<file path="src/rtl/alu_pkg.sv">
// Shared widths, opcode constants and FSM state type for the ALU command issuer.
package alu_pkg;

    localparam int unsigned alu_width = 16;
    localparam int unsigned opc_w     = 3;
    localparam int unsigned cnt_w     = 4;

    localparam logic [opc_w-1:0] OPC_0 = 3'd0;
    localparam logic [opc_w-1:0] OPC_1 = 3'd1;
    localparam logic [opc_w-1:0] OPC_2 = 3'd2;
    localparam logic [opc_w-1:0] OPC_3 = 3'd3;
    localparam logic [opc_w-1:0] OPC_4 = 3'd4;
    localparam logic [opc_w-1:0] OPC_5 = 3'd5;
    localparam logic [opc_w-1:0] OPC_6 = 3'd6;
    localparam logic [opc_w-1:0] OPC_7 = 3'd7;

    typedef enum logic [1:0] {
        IDLE = 2'd0,
        WAIT = 2'd1,
        RESP = 2'd2
    } issuer_state_t;

endpackage

</file>
<file path="src/rtl/alu_op_issuer_if.sv">
// Command, ALU-drive and response signals of the issuer; master = issuer side, slave = environment side.
interface alu_op_issuer_if #(
    parameter int unsigned WIDTH = 16,
    parameter int unsigned OPC_W = 3
);
    logic             cmd_valid;
    logic             cmd_ready;
    logic [WIDTH-1:0] cmd_n;
    logic [WIDTH-1:0] cmd_m;
    logic [OPC_W-1:0] cmd_opc;
    logic             cmd_c;

    logic [WIDTH-1:0] alu_n;
    logic [WIDTH-1:0] alu_m;
    logic [OPC_W-1:0] alu_opc;
    logic             alu_c;
    logic [WIDTH-1:0] alu_f;
    logic             alu_zer;
    logic             alu_neg;

    logic             rsp_valid;
    logic             rsp_ready;
    logic [WIDTH-1:0] rsp_f;
    logic             rsp_zer;
    logic             rsp_neg;
    logic             rsp_err;

    modport master (
        input  cmd_valid, cmd_n, cmd_m, cmd_opc, cmd_c,
        output cmd_ready,
        output alu_n, alu_m, alu_opc, alu_c,
        input  alu_f, alu_zer, alu_neg,
        output rsp_valid, rsp_f, rsp_zer, rsp_neg, rsp_err,
        input  rsp_ready
    );

    modport slave (
        output cmd_valid, cmd_n, cmd_m, cmd_opc, cmd_c,
        input  cmd_ready,
        input  alu_n, alu_m, alu_opc, alu_c,
        output alu_f, alu_zer, alu_neg,
        input  rsp_valid, rsp_f, rsp_zer, rsp_neg, rsp_err,
        output rsp_ready
    );

endinterface

</file>
<file path="src/rtl/alu_issue_timer.sv">
// Loadable down-counter that times how long ALU inputs are held before capture.
module alu_issue_timer #(
    parameter int unsigned W = 4
) (
    input  logic         clk,
    input  logic         rst,
    input  logic         load,
    input  logic [W-1:0] load_val,
    input  logic         dec,
    output logic         zero
);

    logic [W-1:0] cnt;

    always_ff @(posedge clk) begin
        if (rst) begin
            cnt <= '0;
        end else if (load) begin
            cnt <= load_val;
        end else if (dec && (cnt != '0)) begin
            cnt <= cnt - 1'b1;
        end
    end

    assign zero = (cnt == '0);

endmodule

</file>
<file path="src/rtl/alu_op_issuer.sv">
// Issues one ALU operation per handshake, captures f/zer/neg after SETTLE cycles and flags inconsistent flags.
// Optional build macro ALU_ISSUER_STATS_EN adds stat_ops/stat_errs response counters.
module alu_op_issuer
    import alu_pkg::*;
#(
    parameter int unsigned WIDTH  = alu_width,
    parameter int unsigned OPC_W  = opc_w,
    parameter int unsigned SETTLE = 2
) (
    input  logic        clk,
    input  logic        rst,
    alu_op_issuer_if.master bus
`ifdef ALU_ISSUER_STATS_EN
    ,
    output logic [15:0] stat_ops,
    output logic [15:0] stat_errs
`endif
);

    issuer_state_t state;
    logic          accept;
    logic          timer_zero;
    logic          flag_err;

    assign accept = (state == IDLE) && bus.cmd_valid;

    alu_issue_timer #(.W(cnt_w)) u_timer (
        .clk      (clk),
        .rst      (rst),
        .load     (accept),
        .load_val (cnt_w'(SETTLE - 1)),
        .dec      (state == WAIT),
        .zero     (timer_zero)
    );

    always_comb begin
        flag_err = 1'b0;
        if ((bus.alu_zer != (bus.alu_f == '0)) || (bus.alu_neg != bus.alu_f[WIDTH-1])) begin
            flag_err = 1'b1;
        end
    end

    always_ff @(posedge clk) begin
        if (rst) begin
            state         <= IDLE;
            bus.cmd_ready <= 1'b1;
            bus.rsp_valid <= 1'b0;
            bus.alu_n     <= '0;
            bus.alu_m     <= '0;
            bus.alu_opc   <= '0;
            bus.alu_c     <= 1'b0;
            bus.rsp_f     <= '0;
            bus.rsp_zer   <= 1'b0;
            bus.rsp_neg   <= 1'b0;
            bus.rsp_err   <= 1'b0;
        end else begin
            case (state)
                IDLE: begin
                    if (bus.cmd_valid) begin
                        bus.alu_n     <= bus.cmd_n;
                        bus.alu_m     <= bus.cmd_m;
                        bus.alu_opc   <= bus.cmd_opc;
                        bus.alu_c     <= bus.cmd_c;
                        bus.cmd_ready <= 1'b0;
                        state         <= WAIT;
                    end
                end
                WAIT: begin
                    if (timer_zero) begin
                        bus.rsp_f     <= bus.alu_f;
                        bus.rsp_zer   <= bus.alu_zer;
                        bus.rsp_neg   <= bus.alu_neg;
                        bus.rsp_err   <= flag_err;
                        bus.rsp_valid <= 1'b1;
                        state         <= RESP;
                    end
                end
                RESP: begin
                    // cmd_ready returns with the handshake edge so no command slips into the RESP cycle
                    if (bus.rsp_ready) begin
                        bus.rsp_valid <= 1'b0;
                        bus.cmd_ready <= 1'b1;
                        state         <= IDLE;
                    end
                end
                default: begin
                    state         <= IDLE;
                    bus.cmd_ready <= 1'b1;
                    bus.rsp_valid <= 1'b0;
                end
            endcase
        end
    end

`ifdef ALU_ISSUER_STATS_EN
    always_ff @(posedge clk) begin
        if (rst) begin
            stat_ops  <= '0;
            stat_errs <= '0;
        end else if ((state == RESP) && bus.rsp_ready) begin
            stat_ops <= stat_ops + 16'd1;
            if (bus.rsp_err) begin
                stat_errs <= stat_errs + 16'd1;
            end
        end
    end
`endif

endmodule

</file>
<file path="src/flat_wrapper.sv">
// flat-port wrapper written by rule: the top's interface ports become plain ports
module alu_op_issuer_flat import alu_pkg::*;
#(
    parameter int unsigned WIDTH  = alu_width,
    parameter int unsigned OPC_W  = opc_w,
    parameter int unsigned SETTLE = 2
)
  (clk, rst, bus_cmd_valid, bus_cmd_n, bus_cmd_m, bus_cmd_opc, bus_cmd_c, bus_cmd_ready, bus_alu_n, bus_alu_m, bus_alu_opc, bus_alu_c, bus_alu_f, bus_alu_zer, bus_alu_neg, bus_rsp_valid, bus_rsp_f, bus_rsp_zer, bus_rsp_neg, bus_rsp_err, bus_rsp_ready);
  alu_op_issuer_if #(.WIDTH(WIDTH), .OPC_W(OPC_W)) bus_i ();
  input  logic clk;
  input  logic rst;
  input wire logic [$bits(bus_i.cmd_valid)-1:0] bus_cmd_valid;
  input wire logic [$bits(bus_i.cmd_n)-1:0] bus_cmd_n;
  input wire logic [$bits(bus_i.cmd_m)-1:0] bus_cmd_m;
  input wire logic [$bits(bus_i.cmd_opc)-1:0] bus_cmd_opc;
  input wire logic [$bits(bus_i.cmd_c)-1:0] bus_cmd_c;
  output wire logic [$bits(bus_i.cmd_ready)-1:0] bus_cmd_ready;
  output wire logic [$bits(bus_i.alu_n)-1:0] bus_alu_n;
  output wire logic [$bits(bus_i.alu_m)-1:0] bus_alu_m;
  output wire logic [$bits(bus_i.alu_opc)-1:0] bus_alu_opc;
  output wire logic [$bits(bus_i.alu_c)-1:0] bus_alu_c;
  input wire logic [$bits(bus_i.alu_f)-1:0] bus_alu_f;
  input wire logic [$bits(bus_i.alu_zer)-1:0] bus_alu_zer;
  input wire logic [$bits(bus_i.alu_neg)-1:0] bus_alu_neg;
  output wire logic [$bits(bus_i.rsp_valid)-1:0] bus_rsp_valid;
  output wire logic [$bits(bus_i.rsp_f)-1:0] bus_rsp_f;
  output wire logic [$bits(bus_i.rsp_zer)-1:0] bus_rsp_zer;
  output wire logic [$bits(bus_i.rsp_neg)-1:0] bus_rsp_neg;
  output wire logic [$bits(bus_i.rsp_err)-1:0] bus_rsp_err;
  input wire logic [$bits(bus_i.rsp_ready)-1:0] bus_rsp_ready;
  assign bus_i.cmd_valid = bus_cmd_valid;
  assign bus_i.cmd_n = bus_cmd_n;
  assign bus_i.cmd_m = bus_cmd_m;
  assign bus_i.cmd_opc = bus_cmd_opc;
  assign bus_i.cmd_c = bus_cmd_c;
  assign bus_cmd_ready = bus_i.cmd_ready;
  assign bus_alu_n = bus_i.alu_n;
  assign bus_alu_m = bus_i.alu_m;
  assign bus_alu_opc = bus_i.alu_opc;
  assign bus_alu_c = bus_i.alu_c;
  assign bus_i.alu_f = bus_alu_f;
  assign bus_i.alu_zer = bus_alu_zer;
  assign bus_i.alu_neg = bus_alu_neg;
  assign bus_rsp_valid = bus_i.rsp_valid;
  assign bus_rsp_f = bus_i.rsp_f;
  assign bus_rsp_zer = bus_i.rsp_zer;
  assign bus_rsp_neg = bus_i.rsp_neg;
  assign bus_rsp_err = bus_i.rsp_err;
  assign bus_i.rsp_ready = bus_rsp_ready;
  alu_op_issuer #(.WIDTH(WIDTH), .OPC_W(OPC_W), .SETTLE(SETTLE)) u_core (.clk(clk), .rst(rst), .bus(bus_i));
endmodule
</file>
<file path="config.mk">
export PLATFORM = sky130hd
export DESIGN_NAME = alu_op_issuer_flat
export DESIGN_NICKNAME = d
export VERILOG_FILES = /design/src/rtl/alu_pkg.sv /design/src/rtl/alu_op_issuer_if.sv /design/src/rtl/alu_issue_timer.sv /design/src/rtl/alu_op_issuer.sv /design/src/flat_wrapper.sv
export SDC_FILE = /design/constraint.sdc
export NUM_CORES = 1
export LEC_CHECK = 0
export BUFFER_PORTS_ARGS = -buffer_cell sky130_fd_sc_hd__buf_2
export CORE_MARGIN = 2
export CORE_UTILIZATION = 40
export DETAILED_ROUTE_END_ITERATION = 12
export GPL_ROUTABILITY_DRIVEN = 0
export GPL_TIMING_DRIVEN = 1
export PLACE_DENSITY = 0.71
export RECOVER_POWER = 25
export REMOVE_ABC_BUFFERS = 1
export SLEW_MARGIN = 20
export SYNTH_ARGS = -nofsm -noshare
export SYNTH_HDL_FRONTEND = slang
export SYNTH_SLANG_ARGS = --single-unit
</file>
<file path="constraint.sdc">
create_clock -name clk -period 1.9 [get_ports clk]
set_clock_uncertainty 0.2 [all_clocks]
set_input_delay 0.095 -clock clk [delete_from_list [all_inputs] [get_ports clk]]
set_output_delay 0.095 -clock clk [all_outputs]
set_load 0.01 [all_outputs]
</file>
==> run_results.csv, run 1 <==
group,metric,value,unit
outcome,status,"finished, final reports clean",
cells_and_area,syn_to_final_growth,59.64,%
floorplanning,dieArea,6431,um2
floorplanning,die_x,80.20,um
timing,period_share,0.9303,
grt,grt_pass1_wl,10740,um
clock_network,htree_levels,3,
cells_and_area,final_util,0.6692,
timing,hold_viol_final,0,
setup_path,crit_chain,"inv_1, ha_1, or3b_4, and2_4, a2111oi_4",
setup_path,rr_worst_depth,5,
clock_network,cts_tree,"done",
clock_network,clk_pin_slew,0.07,ns
clock_network,cts.sinks,63,
yosys,ys_ff_latch,63,
yosys,seq_area_frac_synth,0.5431,
yosys,netlist_instances,286,
yosys,synth_fa_ha_area_frac,0.005388,
setup_path,r2r-start,"u_core.u_timer.cnt[0]$_SDFFE_PP0P_",
yosys,synth_top_family_by_area,"simple AND/OR/NAND/NOR gates",
setup_path,crit_type,"reg2reg",
setup_path,cp_max_fo,4,
grt,grt_use_total,0.2175,
setup_path,cp-startpoint,"u_core.u_timer.cnt[0]$_SDFFE_PP0P_",
yosys,synth-compound-area-share,0.1476,
yosys,synth_warnings,0,
timing,worstMarginPinSlew,0.4815,ns
grt,antenna_found_initial,0,
power_and_ir_drop,vdd_drop_max,707.4,uV
yosys,synth_cell_type_count,28,
place,io_buffers,114,
yosys,synth-async-reset-ratio,0,
routing,first_iter_violations,103,
yosys,post_synth_and_or_nand_nor_area_fraction,0.2446,
routing,routedWlPerCell,12.84,um
yosys,synth_xor_area_frac,0.01886,
cells_and_area,drive_gt1_frac,0.2418,
power_and_ir_drop,power_density,881.2,nW/um2
clock_network,clockBufferDepth,2,
floorplanning,num_io_pins,115,
setup_path,crit_arrival,1.79,ns
clock_network,clock-root-buffer,"clkbuf_8",
routing,num_vias,2557,
yosys,synthMuxAreaShare,0,
setup_path,r2r-end,"u_core.u_timer.cnt[1]$_SDFFE_PP0P_",
setup_path,slowest_stage,"or3b_4",
cells_and_area,final_common_cell,"nand2_1",
place,place_ws,0.1523,ns
setup_path,end_kind,"flop",
timing,drv_slew,0,
power_and_ir_drop,leakagePower,1.572,nW
clock_network,insertion_delay,0.32,ns
setup_path,cp_num_buf_inv,1,
timing,max-slew-margin-rel,0.6790,
timing,tns,0,ns
yosys,synth_edf_count,0,
setup_path,cp-endpoint,"u_core.u_timer.cnt[1]$_SDFFE_PP0P_",
timing,finalCriticalPeriod,1.768,ns
place,dp_hpwl,4034,um
cells_and_area,final_cell_mix,"nand2_1 (109), buf_2 (85), dfxtp_1 (63)",
timing,finalSetupViolCount,0,
floorplanning,core_area,5540,um2
setup_path,required,1.92,ns
clock_network,cts_buffers,9,
setup_path,cpPeakStageDelay,0.40,ns
setup_path,crit_family,"simple AND/OR/NAND/NOR gates",
floorplanning,rows,27,
yosys,syn_avg_cell_area,8.120,um2
timing,rsz0062_at_grt,"false",
setup_path,start_kind,"flop",
timing,fmax,0.5658,GHz
yosys,syn-cell-area,2322,um2
grt,overflow,0,
cells_and_area,num_antenna_cells,0,
yosys,ys.flop_type,"dfxtp_1",
cells_and_area,nets,513,
floorplanning,fp.dieH,80.20,um
flow_run,drv_cap,0,
setup_path,r2r_slack,0.13,ns
floorplanning,start_util,0.4192,
timing,worst_slack,0.1325,ns
routing,firstDrtPassIters,4,
min_path,hold_class,"in2reg",
routing,viasPerCell,4.815,
routing,ant_nets,0,
routing,remaining_drc_errors,0,
grt,grt_pass1_vias,2476,
grt,grt_start_max_net_pins,41,
setup_path,crit_cells,5,
routing,totalWireLength,6817,um
## tightest hold or removal path, cell delays in order
cell      delay, ns
buf_2          0.08
nand2b_1       0.10
a21oi_1        0.16
o21bai_1       0.07
## power by group
part / internal, mW / leakage, nW / total [mW] / switching, mW
logic: 0.289 / 0.954 / 0.604 / 0.315
clock network: 0.715 / 0.103 / 1.19 / 0.474
registers: 1.42 / 0.516 / 1.47 / 0.0552
## per-layer routing
metal,share of wire,global-route usage,vias to the layer above
met4,0.053,0.1678,0
met3,0.034,0.04157,32
li1,-,-,1271
met1,0.39,0.2293,1169
met5,0,0,-
met2,0.52,0.3783,85
## worst min-delay path by stage
stage                  start  slack, ns  depth (start not counted)                            endpoint
2_1_floorplan            rst      -0.04                          1  u_core.u_timer.cnt[1]$_SDFFE_PP0P_
3_3_place_gp   bus_cmd_n[11]       0.13                          3   u_core.bus.alu_n[11]$_SDFFE_PP0P_
3_5_place_dp    bus_cmd_m[7]       0.14                          3    u_core.bus.alu_m[7]$_SDFFE_PP0P_
4_1_cts        bus_cmd_valid       0.02                          4   u_core.bus.cmd_ready$_SDFFE_PP1P_
5_1_grt        bus_cmd_valid       0.06                          4   u_core.bus.cmd_ready$_SDFFE_PP1P_
6_report       bus_cmd_valid       0.03                          4   u_core.bus.cmd_ready$_SDFFE_PP1P_
## metrics by stage
stage	total power, mW	instance area, um2	hold WS, ns	std cells
global placement	2.003	2967	0.1350	459
floorplan	1.760	2236	-0.04073	268
detailed placement	2.017	2967	0.1417	459
global route	3.436	3707	0.05658	531
CTS	3.307	3737	0.02158	531
finish	3.267	3707	0.03177	531
## flip-flops by register name, summed over array words and instances (netlist names), 2 cells and up
register	flops
u_core.bus.rsp_f	16
u_core.bus.alu_m	16
u_core.u_timer.cnt	4
u_core.state	2
u_core.bus.alu_n	16
u_core.bus.alu_opc	3
## repair_timing
| item | 4_1_cts | 5_1_grt |
|---|---|---|
| resized for setup | 0 | 1 |
| hold buffers | 56 | 0 |
| hold endpoints to repair | 58 | 0 |
| buffers inserted | 0 | 0 |
| endpoints found under the setup margin | 0 | 1 |
## area by class of cell
| type | instances | area [um2] |
|---|---|---|
| Inverter | 2 | 7.507 |
| Tap cell | 72 | 90.09 |
| Clock inverter | 2 | 37.54 |
| Sequential cell | 63 | 1261 |
| Multi-Input combinational cell | 203 | 980.9 |
| Timing Repair Buffer | 175 | 1157 |
| Clock buffer | 14 | 172.7 |
| Fill cell | 482 | 1833 |
## cell usage after synthesis (2+ instances only)
library cell	instances	share of area
a21oi_1	58	0.13
buf_2	6	0.013
buf_4	3	0.0097
clkbuf_1	8	0.013
dfxtp_1	63	0.54
inv_1	2	0.0032
nand2_1	109	0.18
nand3_1	2	0.0043
nor2_1	7	0.011
nor3_1	4	0.0086
nor4_1	4	0.011
xnor2_1	2	0.0075
xor2_1	3	0.011
## logic make-up (layout without fill, tap and decap cells)
family | Yosys count | count (layout)
DFF | 63 | 63
buffers and inverters | 20 | 193
adders and majority gates | 1 | 1
and+or+nand+nor | 135 | 135
AOI/OAI and AO/OA | 62 | 62
xor gates and xnor gates | 5 | 5
No activity file was read; power rests on OpenSTA's default activity.
==> run 2: changes to the inputs <==
- clock period: 1.9 -> 2.1 ns (I/O delays scaled with it)
==> run 2 against run 1 <==
Global-route usage grew 0.12 points; count of clock-buffer cells in the layout shrank 2; clock power shrank 23%; critical endpoint is now u_core.bus.rsp_neg$_SDFFE_PP0P_; highest routed layer unchanged.
==> run_results.csv, run 2 (synthesized netlist as in run 1, its figures left out) <==
group,metric,value,unit
min_path,hold_depth,4,
clock_network,clk_pin_slew,0.07,ns
routing,viasPerCell,4.683,
power_and_ir_drop,vdd_drop_max,491.0,uV
power_and_ir_drop,leakagePower,1.556,nW
routing,first_iter_violations,67,
flow_run,drv_cap,0,
grt,overflow,0,
grt,grt_use_total,0.2187,
cells_and_area,drive_gt1_frac,0.2407,
clock_network,clock-root-buffer,"clkbuf_8",
timing,finalCriticalPeriod,1.825,ns
cells_and_area,nets,511,
setup_path,crit_type,"reg2reg",
timing,fmax,0.5479,GHz
setup_path,r2r-start,"u_core.u_timer.cnt[0]$_SDFFE_PP0P_",
floorplanning,fp.dieH,80.20,um
floorplanning,core_area,5540,um2
min_path,hold_class,"in2reg",
routing,routedWlPerCell,12.78,um
min_path,whs_endpoint,"u_core.bus.cmd_ready$_SDFFE_PP1P_",
power_and_ir_drop,power_density,762.0,nW/um2
timing,hold-worst-slack,0.05100,ns
routing,ant_nets,0,
clock_network,cts_tree,"done",
setup_path,r2r_slack,0.27,ns
setup_path,crit_arrival,1.87,ns
timing,worstMarginPinSlew,0.5942,ns
cells_and_area,largestRegisters,"u_core.bus.alu_m x16, u_core.bus.alu_n x16, u_core.bus.rsp_f x16",
outcome,status,"finished, final reports clean",
place,place_ws,0.2785,ns
place,dp_hpwl,3972,um
clock_network,cts_buffers,9,
grt,grt_start_max_net_pins,38,
setup_path,rr_worst_depth,7,
grt,antenna_found_initial,0,
setup_path,end_kind,"flop",
clock_network,insertion_delay,0.32,ns
timing,period_share,0.8691,
cells_and_area,final_common_cell,"nand2_1",
timing,worst_slack,0.2748,ns
timing,drv_slew,0,
routing,remaining_drc_errors,0,
cells_and_area,syn_to_final_growth,57.70,%
clock_network,cts_setup_buffers,0,
timing,max-slew-margin-rel,0.6038,
routing,totalWireLength,6773,um
setup_path,start_kind,"flop",
grt,grt_pass1_vias,2482,
cells_and_area,final_cell_mix,"nand2_1 (109), buf_2 (84), dfxtp_1 (63)",
floorplanning,die_x,80.20,um
grt,grt_pass1_wl,10840,um
routing,num_vias,2482,
place,io_buffers,114,
clock_network,htree_levels,3,
floorplanning,dieArea,6431,um2
floorplanning,start_util,0.4192,
setup_path,cp_max_fo,13,
floorplanning,rows,27,
min_path,worstHoldStart,"bus_cmd_valid",
clock_network,cts.sinks,63,
setup_path,r2r-end,"u_core.bus.rsp_neg$_SDFFE_PP0P_",
floorplanning,num_io_pins,115,
setup_path,required,2.15,ns
clock_network,clockBufferDepth,2,
clock_network,cts.repair.resized,0,
timing,rsz0062_at_grt,"false",
timing,finalSetupViolCount,0,
timing,hold_viol_final,0,
routing,firstDrtPassIters,4,
[run 2: how the worst max path moves through the flow]
stage,slack [ns],end,depth (start not counted),start
2_1_floorplan,-0.22,u_core.bus.alu_c$_SDFFE_PP0P_,4,u_core.state[0]$_SDFFE_PP0P_
6_report,0.27,u_core.bus.rsp_neg$_SDFFE_PP0P_,7,u_core.u_timer.cnt[0]$_SDFFE_PP0P_
5_1_grt,0.08,u_core.bus.rsp_f[0]$_SDFFE_PP0P_,7,u_core.u_timer.cnt[0]$_SDFFE_PP0P_
3_5_place_dp,0.28,u_core.bus.rsp_neg$_SDFFE_PP0P_,7,u_core.u_timer.cnt[0]$_SDFFE_PP0P_
3_3_place_gp,0.38,u_core.bus.rsp_f[10]$_SDFFE_PP0P_,7,u_core.u_timer.cnt[0]$_SDFFE_PP0P_
4_1_cts,0.24,u_core.bus.rsp_neg$_SDFFE_PP0P_,7,u_core.u_timer.cnt[0]$_SDFFE_PP0P_
[run 2: power breakdown]
group	total, mW	switching, mW	internal, mW
clock network	0.917	0.432	0.485
registers	1.33	0.0500	1.28
logic	0.541	0.283	0.258
total	2.79	0.765	2.03
[run 2: stage by stage]
stage	setup TNS (ns)	instances	util	cell area (um2)	total power, mW
3_5_place_dp	0	458	0.5364	2972	1.826
2_1_floorplan	-8.432	268	-	2236	1.593
5_1_grt	0	529	0.6606	3660	2.941
4_1_cts	0	529	0.6673	3697	2.828
6_report	0	530	0.6610	3662	2.791
3_3_place_gp	0	458	0.5364	2972	1.815
[run 2: metal layers]
layer | vias to the layer above | routed length [um] | GRT usage
met4 | 0 | 261 | 0.1271
met3 | 24 | 344 | 0.05730
met5 | - | 0 | 0
li1 | 1262 | - | -
met1 | 1105 | 2592 | 0.2273
met2 | 91 | 3575 | 0.3933
[run 2: final cells by class]
type,instances,area [um2]
diodes,1,2.502
clock buffers,12,155.1
clock inverters,4,20.02
fillers,470,1878
inverters,2,7.507
multi-input cells,203,974.7
flip-flops and latches,63,1261
well taps,72,90.09
repair buffers,173,1151
[run 2: repair_timing]
action                                  CTS  global route
hold buffers                             55             0
hold endpoints to repair                 58             0
endpoints found under the setup margin    0             0
[run 2: critical path, cell delays in order (launching register included)]
cell     delay, ns
dfxtp_1       0.33
inv_1         0.06
ha_1          0.17
nor3b_2       0.26
and2_1        0.37
buf_12        0.18
nand2_1       0.05
a21oi_1       0.12
